==> src/rtl/hamming_stream_encoder_if.sv <==
// Stream bus for the SECDED encoder: an input word channel and a codeword output channel.
interface hamming_stream_encoder_if #(
  parameter int DATA_WIDTH = 32
);
  logic                  in_valid;
  logic                  in_ready;
  logic [DATA_WIDTH-1:0] in_data;
  logic [1:0]            in_mode;
  logic                  out_valid;
  logic                  out_ready;
  logic [DATA_WIDTH-1:0] out_data;
  logic [1:0]            out_mode;
  logic                  out_err;

  modport master (
    output in_valid, in_data, in_mode, out_ready,
    input  in_ready, out_valid, out_data, out_mode, out_err
  );

  modport slave (
    input  in_valid, in_data, in_mode, out_ready,
    output in_ready, out_valid, out_data, out_mode, out_err
  );
endinterface

==> src/rtl/hamming_stream_encoder.sv <==
// Streaming extended-Hamming (SECDED) encoder: S1 computes Hamming parity, S2 adds overall
// parity and packs the codeword; both stages are backpressured, with saturating statistics.
module hamming_stream_encoder #(
  parameter int DATA_WIDTH = 32,
  parameter int CNT_WIDTH  = 16
) (
  input  logic                    clk,
  input  logic                    reset,
  hamming_stream_encoder_if.slave bus,
  input  logic                    cnt_clr,
  output logic [CNT_WIDTH-1:0]    word_cnt,
  output logic [CNT_WIDTH-1:0]    err_cnt
);
  localparam logic [CNT_WIDTH-1:0] CNT_MAX = '1;

  function automatic int data_bits(input logic [1:0] mode);
    return (8 << mode) - 4 - int'(mode);
  endfunction

  // Each set data bit flips exactly the parity bits named by its Hamming position,
  // so the parity vector is the XOR of the positions of all set data bits.
  function automatic logic [5:0] hamming_par(input logic [63:0] d);
    logic [5:0] par;
    int         k;
    par = '0;
    k   = 0;
    for (int pos = 1; pos < 64; pos++) begin
      if ((pos & (pos - 1)) != 0) begin
        if (((d >> k) & 64'd1) != 64'd0) par = par ^ 6'(pos);
        k++;
      end
    end
    return par;
  endfunction

  logic                  s1_valid_q, s1_valid_d;
  logic [DATA_WIDTH-1:0] s1_data_q,  s1_data_d;
  logic [5:0]            s1_par_q,   s1_par_d;
  logic [1:0]            s1_mode_q,  s1_mode_d;
  logic                  s1_err_q,   s1_err_d;
  logic                  out_valid_q, out_valid_d;
  logic [DATA_WIDTH-1:0] out_data_q,  out_data_d;
  logic [1:0]            out_mode_q,  out_mode_d;
  logic                  out_err_q,   out_err_d;
  logic [CNT_WIDTH-1:0]  word_cnt_q,  word_cnt_d;
  logic [CNT_WIDTH-1:0]  err_cnt_q,   err_cnt_d;

  logic                  s2_free, in_ready, in_fire, s1_move, out_fire;
  logic                  in_legal;
  int                    in_k;
  logic [DATA_WIDTH-1:0] din_m;
  logic [63:0]           din_ext;
  logic [2:0]            p_len;
  logic                  q_bit;
  logic [DATA_WIDTH-1:0] code;

  // Stage 1 datapath: mask to K bits (all zero for an illegal mode) and form Hamming parity.
  always_comb begin
    in_k     = data_bits(bus.in_mode);
    in_legal = (8 << bus.in_mode) <= DATA_WIDTH;
    din_m    = bus.in_data & ((DATA_WIDTH'(1) << in_k) - DATA_WIDTH'(1));
    if (!in_legal) din_m = '0;
    din_ext = '0;
    din_ext[DATA_WIDTH-1:0] = din_m;
  end

  // Stage 2 datapath: overall parity over d and p, then {d, q, p} packed LSB first.
  always_comb begin
    p_len = 3'd3 + {1'b0, s1_mode_q};
    q_bit = (^s1_data_q) ^ (^s1_par_q);
    code  = (s1_data_q << (p_len + 3'd1)) | (DATA_WIDTH'(q_bit) << p_len) | DATA_WIDTH'(s1_par_q);
    if (s1_err_q) code = '0;
  end

  always_comb begin
    s2_free  = !out_valid_q || bus.out_ready;
    in_ready = !s1_valid_q || s2_free;
    in_fire  = bus.in_valid && in_ready;
    s1_move  = s1_valid_q && s2_free;
    out_fire = out_valid_q && bus.out_ready;

    s1_valid_d  = s1_valid_q;
    s1_data_d   = s1_data_q;
    s1_par_d    = s1_par_q;
    s1_mode_d   = s1_mode_q;
    s1_err_d    = s1_err_q;
    out_valid_d = out_valid_q;
    out_data_d  = out_data_q;
    out_mode_d  = out_mode_q;
    out_err_d   = out_err_q;
    word_cnt_d  = word_cnt_q;
    err_cnt_d   = err_cnt_q;

    if (in_fire) begin
      s1_valid_d = 1'b1;
      s1_data_d  = din_m;
      s1_par_d   = hamming_par(din_ext);
      s1_mode_d  = bus.in_mode;
      s1_err_d   = !in_legal;
    end else if (s1_move) begin
      s1_valid_d = 1'b0;
    end

    if (s1_move) begin
      out_valid_d = 1'b1;
      out_data_d  = code;
      out_mode_d  = s1_mode_q;
      out_err_d   = s1_err_q;
    end else if (bus.out_ready) begin
      out_valid_d = 1'b0;
    end

    if (cnt_clr) begin
      word_cnt_d = '0;
      err_cnt_d  = '0;
    end else if (out_fire) begin
      if (word_cnt_q != CNT_MAX) word_cnt_d = word_cnt_q + CNT_WIDTH'(1);
      if (out_err_q && (err_cnt_q != CNT_MAX)) err_cnt_d = err_cnt_q + CNT_WIDTH'(1);
    end
  end

  always_ff @(posedge clk or negedge reset) begin
    if (!reset) begin
      s1_valid_q  <= 1'b0;
      s1_data_q   <= '0;
      s1_par_q    <= '0;
      s1_mode_q   <= '0;
      s1_err_q    <= 1'b0;
      out_valid_q <= 1'b0;
      out_data_q  <= '0;
      out_mode_q  <= '0;
      out_err_q   <= 1'b0;
      word_cnt_q  <= '0;
      err_cnt_q   <= '0;
    end else begin
      s1_valid_q  <= s1_valid_d;
      s1_data_q   <= s1_data_d;
      s1_par_q    <= s1_par_d;
      s1_mode_q   <= s1_mode_d;
      s1_err_q    <= s1_err_d;
      out_valid_q <= out_valid_d;
      out_data_q  <= out_data_d;
      out_mode_q  <= out_mode_d;
      out_err_q   <= out_err_d;
      word_cnt_q  <= word_cnt_d;
      err_cnt_q   <= err_cnt_d;
    end
  end

  assign bus.in_ready  = in_ready;
  assign bus.out_valid = out_valid_q;
  assign bus.out_data  = out_data_q;
  assign bus.out_mode  = out_mode_q;
  assign bus.out_err   = out_err_q;
  assign word_cnt      = word_cnt_q;
  assign err_cnt       = err_cnt_q;
endmodule

==> src/flat_wrapper.sv <==
// flat-port wrapper written by rule: the top's interface ports become plain ports
module hamming_stream_encoder_flat 
#(
  parameter int DATA_WIDTH = 32,
  parameter int CNT_WIDTH  = 16
)
  (clk, reset, cnt_clr, word_cnt, err_cnt, bus_in_valid, bus_in_data, bus_in_mode, bus_out_ready, bus_in_ready, bus_out_valid, bus_out_data, bus_out_mode, bus_out_err);
  hamming_stream_encoder_if #(.DATA_WIDTH(DATA_WIDTH)) bus_i ();
  input  logic clk;
  input  logic reset;
  input  logic cnt_clr;
  output logic [CNT_WIDTH-1:0] word_cnt;
  output logic [CNT_WIDTH-1:0] err_cnt;
  input wire logic [$bits(bus_i.in_valid)-1:0] bus_in_valid;
  input wire logic [$bits(bus_i.in_data)-1:0] bus_in_data;
  input wire logic [$bits(bus_i.in_mode)-1:0] bus_in_mode;
  input wire logic [$bits(bus_i.out_ready)-1:0] bus_out_ready;
  output wire logic [$bits(bus_i.in_ready)-1:0] bus_in_ready;
  output wire logic [$bits(bus_i.out_valid)-1:0] bus_out_valid;
  output wire logic [$bits(bus_i.out_data)-1:0] bus_out_data;
  output wire logic [$bits(bus_i.out_mode)-1:0] bus_out_mode;
  output wire logic [$bits(bus_i.out_err)-1:0] bus_out_err;
  assign bus_i.in_valid = bus_in_valid;
  assign bus_i.in_data = bus_in_data;
  assign bus_i.in_mode = bus_in_mode;
  assign bus_i.out_ready = bus_out_ready;
  assign bus_in_ready = bus_i.in_ready;
  assign bus_out_valid = bus_i.out_valid;
  assign bus_out_data = bus_i.out_data;
  assign bus_out_mode = bus_i.out_mode;
  assign bus_out_err = bus_i.out_err;
  hamming_stream_encoder #(.DATA_WIDTH(DATA_WIDTH), .CNT_WIDTH(CNT_WIDTH)) u_core (.clk(clk), .reset(reset), .bus(bus_i), .cnt_clr(cnt_clr), .word_cnt(word_cnt), .err_cnt(err_cnt));
endmodule
==> config.mk <==
export PLATFORM = sky130hd
export DESIGN_NAME = hamming_stream_encoder_flat
export DESIGN_NICKNAME = d
export VERILOG_FILES = /design/src/rtl/hamming_stream_encoder_if.sv /design/src/rtl/hamming_stream_encoder.sv /design/src/flat_wrapper.sv
export SDC_FILE = /design/constraint.sdc
export NUM_CORES = 1
export LEC_CHECK = 0
export CORE_MARGIN = 10
export CORE_UTILIZATION = 58
export DETAILED_ROUTE_END_ITERATION = 10
export GPL_ROUTABILITY_DRIVEN = 0
export GPL_TIMING_DRIVEN = 1
export PLACE_DENSITY = 0.89
export SKIP_LAST_GASP = 1
export SLEW_MARGIN = 20
export SYNTH_ARGS = -nofsm -noshare
export SYNTH_HDL_FRONTEND = slang
export SYNTH_SLANG_ARGS = --single-unit
==> constraint.sdc <==
create_clock -name clk -period 7.8 [get_ports clk]
set_clock_uncertainty 0.05 [all_clocks]
set_input_delay 1.95 -clock clk [delete_from_list [all_inputs] [get_ports clk]]
set_output_delay 1.95 -clock clk [all_outputs]
set_load 0.02 [all_outputs]
---- Yosys cells after proc, flatten, opt, wreduce, memory -nomap -nowiden ----
Index checks and enable logic that the tools add are counted.
cells by class
  add/subtract/negate cells ............... 62
  $lt $le $gt $ge ......................... 1
  eq/ne operators ......................... 2
  shifts and indexed selects .............. 60
  multiplexer cells ....................... 181
  bitwise gates (word level) .............. 60
  reductions and logical operators ........ 18
operators with widths
  cell                   number
  $mux 32                58
  $shr 32x32->1          56
  $add 32x2->32 const B  55
  $mux 6                 87
  $mux 16                6
  $mux 5                 15
  $not 3->3              20
  $not 4->4              15
  $add 16x1->16 const B  2
  $and 32x32->32         1
  $le 32x7->1 const B    1
  $ne 16x16->1 const B   2
  $or 32x32->32          1
  $or 32x6->32           1
  $reduce_xor 32->1      1
  $shl 1x3->32           1
  $shl 1x32->32 const A  1
  $shl 32x3->32          1
  $shl 4x2->32 const A   1
  $sub 32x1->32 const B  1
  $sub 32x3->32          1
  $sub 32x4->32 const B  1
  $not 5->5              6
  $mux 4                 7
  other kinds (14)       43
word-level totals
  bits in registers ....................... 110
  bits of input ports ..................... 39
  output and inout port bits .............. 69
  word-level logic and storage cells ...... 395

---- Longest topological paths before layout ----
  depth after elaboration ................. 176
  mapped depth ............................ 13
  gate-level depth less buffers ........... 10

---- Worst setup path after synthesis ----
Ideal clock, no wire load.
  path type ............................... input port to output port
  start point ............................. in bus_out_ready
  end point ............................... out bus_in_ready
  data arrival time ....................... 2.233 ns
  required time ........................... 5.800 ns
  slack ................................... 3.567 ns
  stages on the path ...................... 1
  path buffers ............................ 0
  cell sequence ........................... nand3b_1
on the way
  longest elaborated chain between the ends .. 2
RTL lines
  element             RTL line                      RTL
  start: declaration  flat_wrapper.sv:17            input wire logic [$bits(bus_i.out_ready)-1:0] bus_out_ready;
  $logic_or 1x1->1    hamming_stream_encoder.sv:76  s2_free = !out_valid_q || bus.out_ready;
  $logic_or 1x1->1    hamming_stream_encoder.sv:77  in_ready = !s1_valid_q || s2_free;
  end: declaration    flat_wrapper.sv:18            output wire logic [$bits(bus_i.in_ready)-1:0] bus_in_ready;
Every way passes these cells.

---- Final worst setup path ----
Ends and elaborated chain as after synthesis.

==> flow_summary_export.csv <==
group,metric,value,unit
cts,htreeDepth,3,
worst_setup_path,critical_path_arrival,3.34,ns
layout,final_cell_mix,"dfrtp_1, clkdlybuf4s50_1, xnor2_1",
timing,rsz0062_at_grt,"no",
cts,cts_hold_buf,0,
floorplan,num_rows,37,
synthesis,syn_inst,587,
floorplan,die_h,123,um
timing,tightest_slew,0.703,ns
worst_setup_path,cp_max_fo,5,
floorplan,die_w,123,um
drt,route.detailed.drc,0,
drt,vias,4730,
layout,drive_gt1_share,8.22,%
synthesis,yosys_register_bits,110,
global_route,grt_util_all_layers,18.8,%
global_route,grt-ovfl-total,0,
cts,path_clk_slew,0.10,ns
synthesis,synth_async_sr_flop_share,100,%
worst_setup_path,path_buf_inv,2,
layout,final_cell_area,7450,um2
job,drv_cap,0,
global_route,grt_start_max_net_pins,74,
power_and_ir_drop,comb_power_share,38.7,%
worst_setup_path,timing.rr.start,"u_core.s1_mode_q[0]",
worst_setup_path,worstPathRequired,5.80,ns
min_path,hold_depth,1,
drt,wl,14100,um
power_and_ir_drop,vdd_drop_max,0.139,mV
layout,area_growth,20.9,%
timing,final_max_slew_viol_count,0,
power_and_ir_drop,power_density,223,nW/um2
worst_setup_path,crit_path_start_kind,"input port",
synthesis,synth_area,6160,um2
placement,place_hpwl,10700,um
synthesis,avgSynthCellArea,10.5,um2
floorplan,dieArea,15100,um2
global_route,grt_first_pass_wirelength,23300,um
global_route,antenna_found_initial,0,
cts,cts_root_buffer,"clkbuf_8",
worst_setup_path,startpoint,"bus_out_ready",
cts,clock_latency,0.37,ns
drt,ant_nets,0,
layout,fill_cells,709,
worst_setup_path,end_kind,"primary output",
timing,max_freq,187,MHz
drt,wl_per_cell,17.2,um
worst_setup_path,path_depth,3,
floorplan,coreArea,10300,um2
worst_setup_path,critPathKind,"input port to primary output",
cts,cts_sinks,110,
drt,drt_pass1_iterations,5,
min_path,worstHoldStart,"u_core.bus.out_data[11]",
worst_setup_path,path_delay_family,"buffers and inverters",
power_and_ir_drop,clock_power_share,19.0,%
timing,timing.final.crit_period,5.34,ns
timing,setup_viol,0,
cts,post_cts_buffers,0,
status,status,"complete, no violations",
worst_setup_path,slowest_stage,"clkdlybuf4s50_1",
worst_setup_path,max_stage_delay,0.64,ns
synthesis,synth-seq-area-share,44.7,%
synthesis,synth_ff_type,"dfrtp_1",
layout,final_common_cell,"dfrtp_1",
timing,slew_headroom,53.1,%
worst_setup_path,crit_chain,"clkdlybuf4s50_1 -> nand3b_1 -> clkdlybuf4s50_1",
placement,portBuffers,101,
power_and_ir_drop,p_int,1.09,mW
worst_setup_path,reg2regPathDepth,6,
floorplan,ios,108,
cts,ctsResizeCount,0,
power_and_ir_drop,p_seq_share,42.3,%
placement,placed_area,7270,um2
min_path,min_path_type,"register to register",
drt,drtIter0Drc,439,
cts,cts_max_path_buffers,2,
cts,cts_tree,"built",
timing,setup_tns,0,ns
cts,cts-buffers-inserted,9,
synthesis,synth_cell_types,49,
synthesis,yosysWarnings,0,
layout,fin_nets,720,
layout,antenna_cells,0,
floorplan,initial_core_util,59.7,%
timing,post-route-period-util,68.4,%
timing,hold_violations,0,
power_and_ir_drop,p_leak,3.01,nW
global_route,grt_pass1_vias,4711,
synthesis,synth_edf_count,0,
drt,viasPerCell,5.79,
power_and_ir_drop,switching_power,574,uW
power_and_ir_drop,p_sw_share,34.5,%
worst_setup_path,crit_path_frequent_cell,"clkdlybuf4s50_1",
## worst reg2reg max path, cell delays in order, from the launching register on
cell and delay [ns]:
dfrtp_1 0.35, inv_1 0.08, ha_1 0.64, buf_4 0.41, mux4_2 0.55, a22oi_1 0.20
o31ai_2 0.10
## power by group through the flow
stage / combinational [mW] / clock, mW / sequential, mW
2_1_floorplan: 0.398 / 0 / 0.753
6_report: 0.644 / 0.316 / 0.704
4_1_cts: 0.651 / 0.321 / 0.702
3_5_place_dp: 0.649 / 0 / 0.713
5_1_grt: 0.694 / 0.344 / 0.712
3_3_place_gp: 0.630 / 0 / 0.708
## per-layer routing
metal	global-route usage, %	up-vias	routed length (um)
met5	0	-	0
met4	4.66	0	171
met3	4.60	15	877
met2	30.4	137	6750
met1	25.0	2338	6300
li1	-	2240	-
## kinds of logic after synthesis
family / Yosys count / share of synthesized area (%)
AO/OA/AOI/OAI: 108 / 11.2
XOR/XNOR: 103 / 15.4
adder cells (fa/ha/maj): 5 / 1.02
buffers and inverters: 38 / 2.50
flip-flops: 110 / 44.7
multiplexers: 31 / 10.2
other: 1 / 0.0609
AND/OR/NAND/NOR: 191 / 14.9
## cells in the mapped netlist, types with 2 or more instances
| master | instances | area (um2) |
|---|---|---|
| a21oi_1 | 19 | 95.1 |
| a22o_1 | 24 | 210 |
| a22oi_1 | 4 | 30.0 |
| a31oi_1 | 3 | 18.8 |
| and2_1 | 8 | 50.1 |
| and3_1 | 3 | 18.8 |
| and4_1 | 3 | 26.3 |
| buf_1 | 3 | 11.3 |
| buf_2 | 5 | 25.0 |
| clkbuf_1 | 19 | 71.3 |
| dfrtp_1 | 110 | 2750 |
| ha_1 | 5 | 62.6 |
| inv_1 | 8 | 30.0 |
| mux2_1 | 3 | 33.8 |
| mux2i_1 | 3 | 30.0 |
| mux4_2 | 25 | 563 |
| nand2_1 | 77 | 289 |
| nand2b_1 | 9 | 56.3 |
| nand3_1 | 14 | 70.1 |
| nand3_2 | 2 | 20.0 |
| nand4_1 | 8 | 50.1 |
| nor2_1 | 33 | 124 |
| nor2b_1 | 4 | 25.0 |
| nor3_1 | 12 | 60.1 |
| nor3b_1 | 7 | 52.6 |
| o21ai_0 | 7 | 35.0 |
| o21ai_1 | 38 | 190 |
| o31ai_1 | 5 | 37.5 |
| o31ai_2 | 2 | 25.0 |
| or3_1 | 6 | 37.5 |
| xnor2_1 | 77 | 674 |
| xnor3_1 | 3 | 67.6 |
| xor2_1 | 22 | 193 |
## final timing paths
path | endpoint | slack [ns]
hold / removal | u_core.bus.out_data[11] | 0.47
min in group asynchronous | u_core.word_cnt[10] | 1.54
hold reg to reg | u_core.bus.out_data[11] | 0.47
max in group asynchronous | u_core.s1_data_q[13] | 4.98
setup / recovery | bus_in_ready | 2.46
setup reg to reg | u_core.bus.out_data[7] | 5.32
## per-stage QoR
step	utilization (%)	std cells	worst slack (ns)	total power, mW	hold slack [ns]
after floorplan	-	588	3.57	1.15	0.407
after global placement	70.4	801	2.51	1.34	0.432
after detailed placement	70.4	801	2.48	1.36	0.442
after CTS	72.1	817	2.47	1.67	0.466
after global routing	72.1	817	2.43	1.75	0.480
final	72.1	817	2.46	1.66	0.465
## state kept, by name, indices dropped and copies added (netlist names), 2 cells and up
register	flops
u_core.bus.out_mode	2
u_core.s1_data_q	32
u_core.bus.out_data	32
u_core.word_cnt	16
u_core.err_cnt	16
u_core.s1_par_q	6
u_core.s1_mode_q	2
## layout make-up
type	instances	area, um2	share of cell area (%)
clock buffers	12	145	1.95
clock inverters	4	32.5	0.437
inverters	9	33.8	0.454
multi-input cells	440	3270	43.9
flip-flops and latches	110	2750	37.0
well taps	136	170	2.28
repair buffers	106	1040	14.0
No activity file was read; power rests on OpenSTA's default activity.
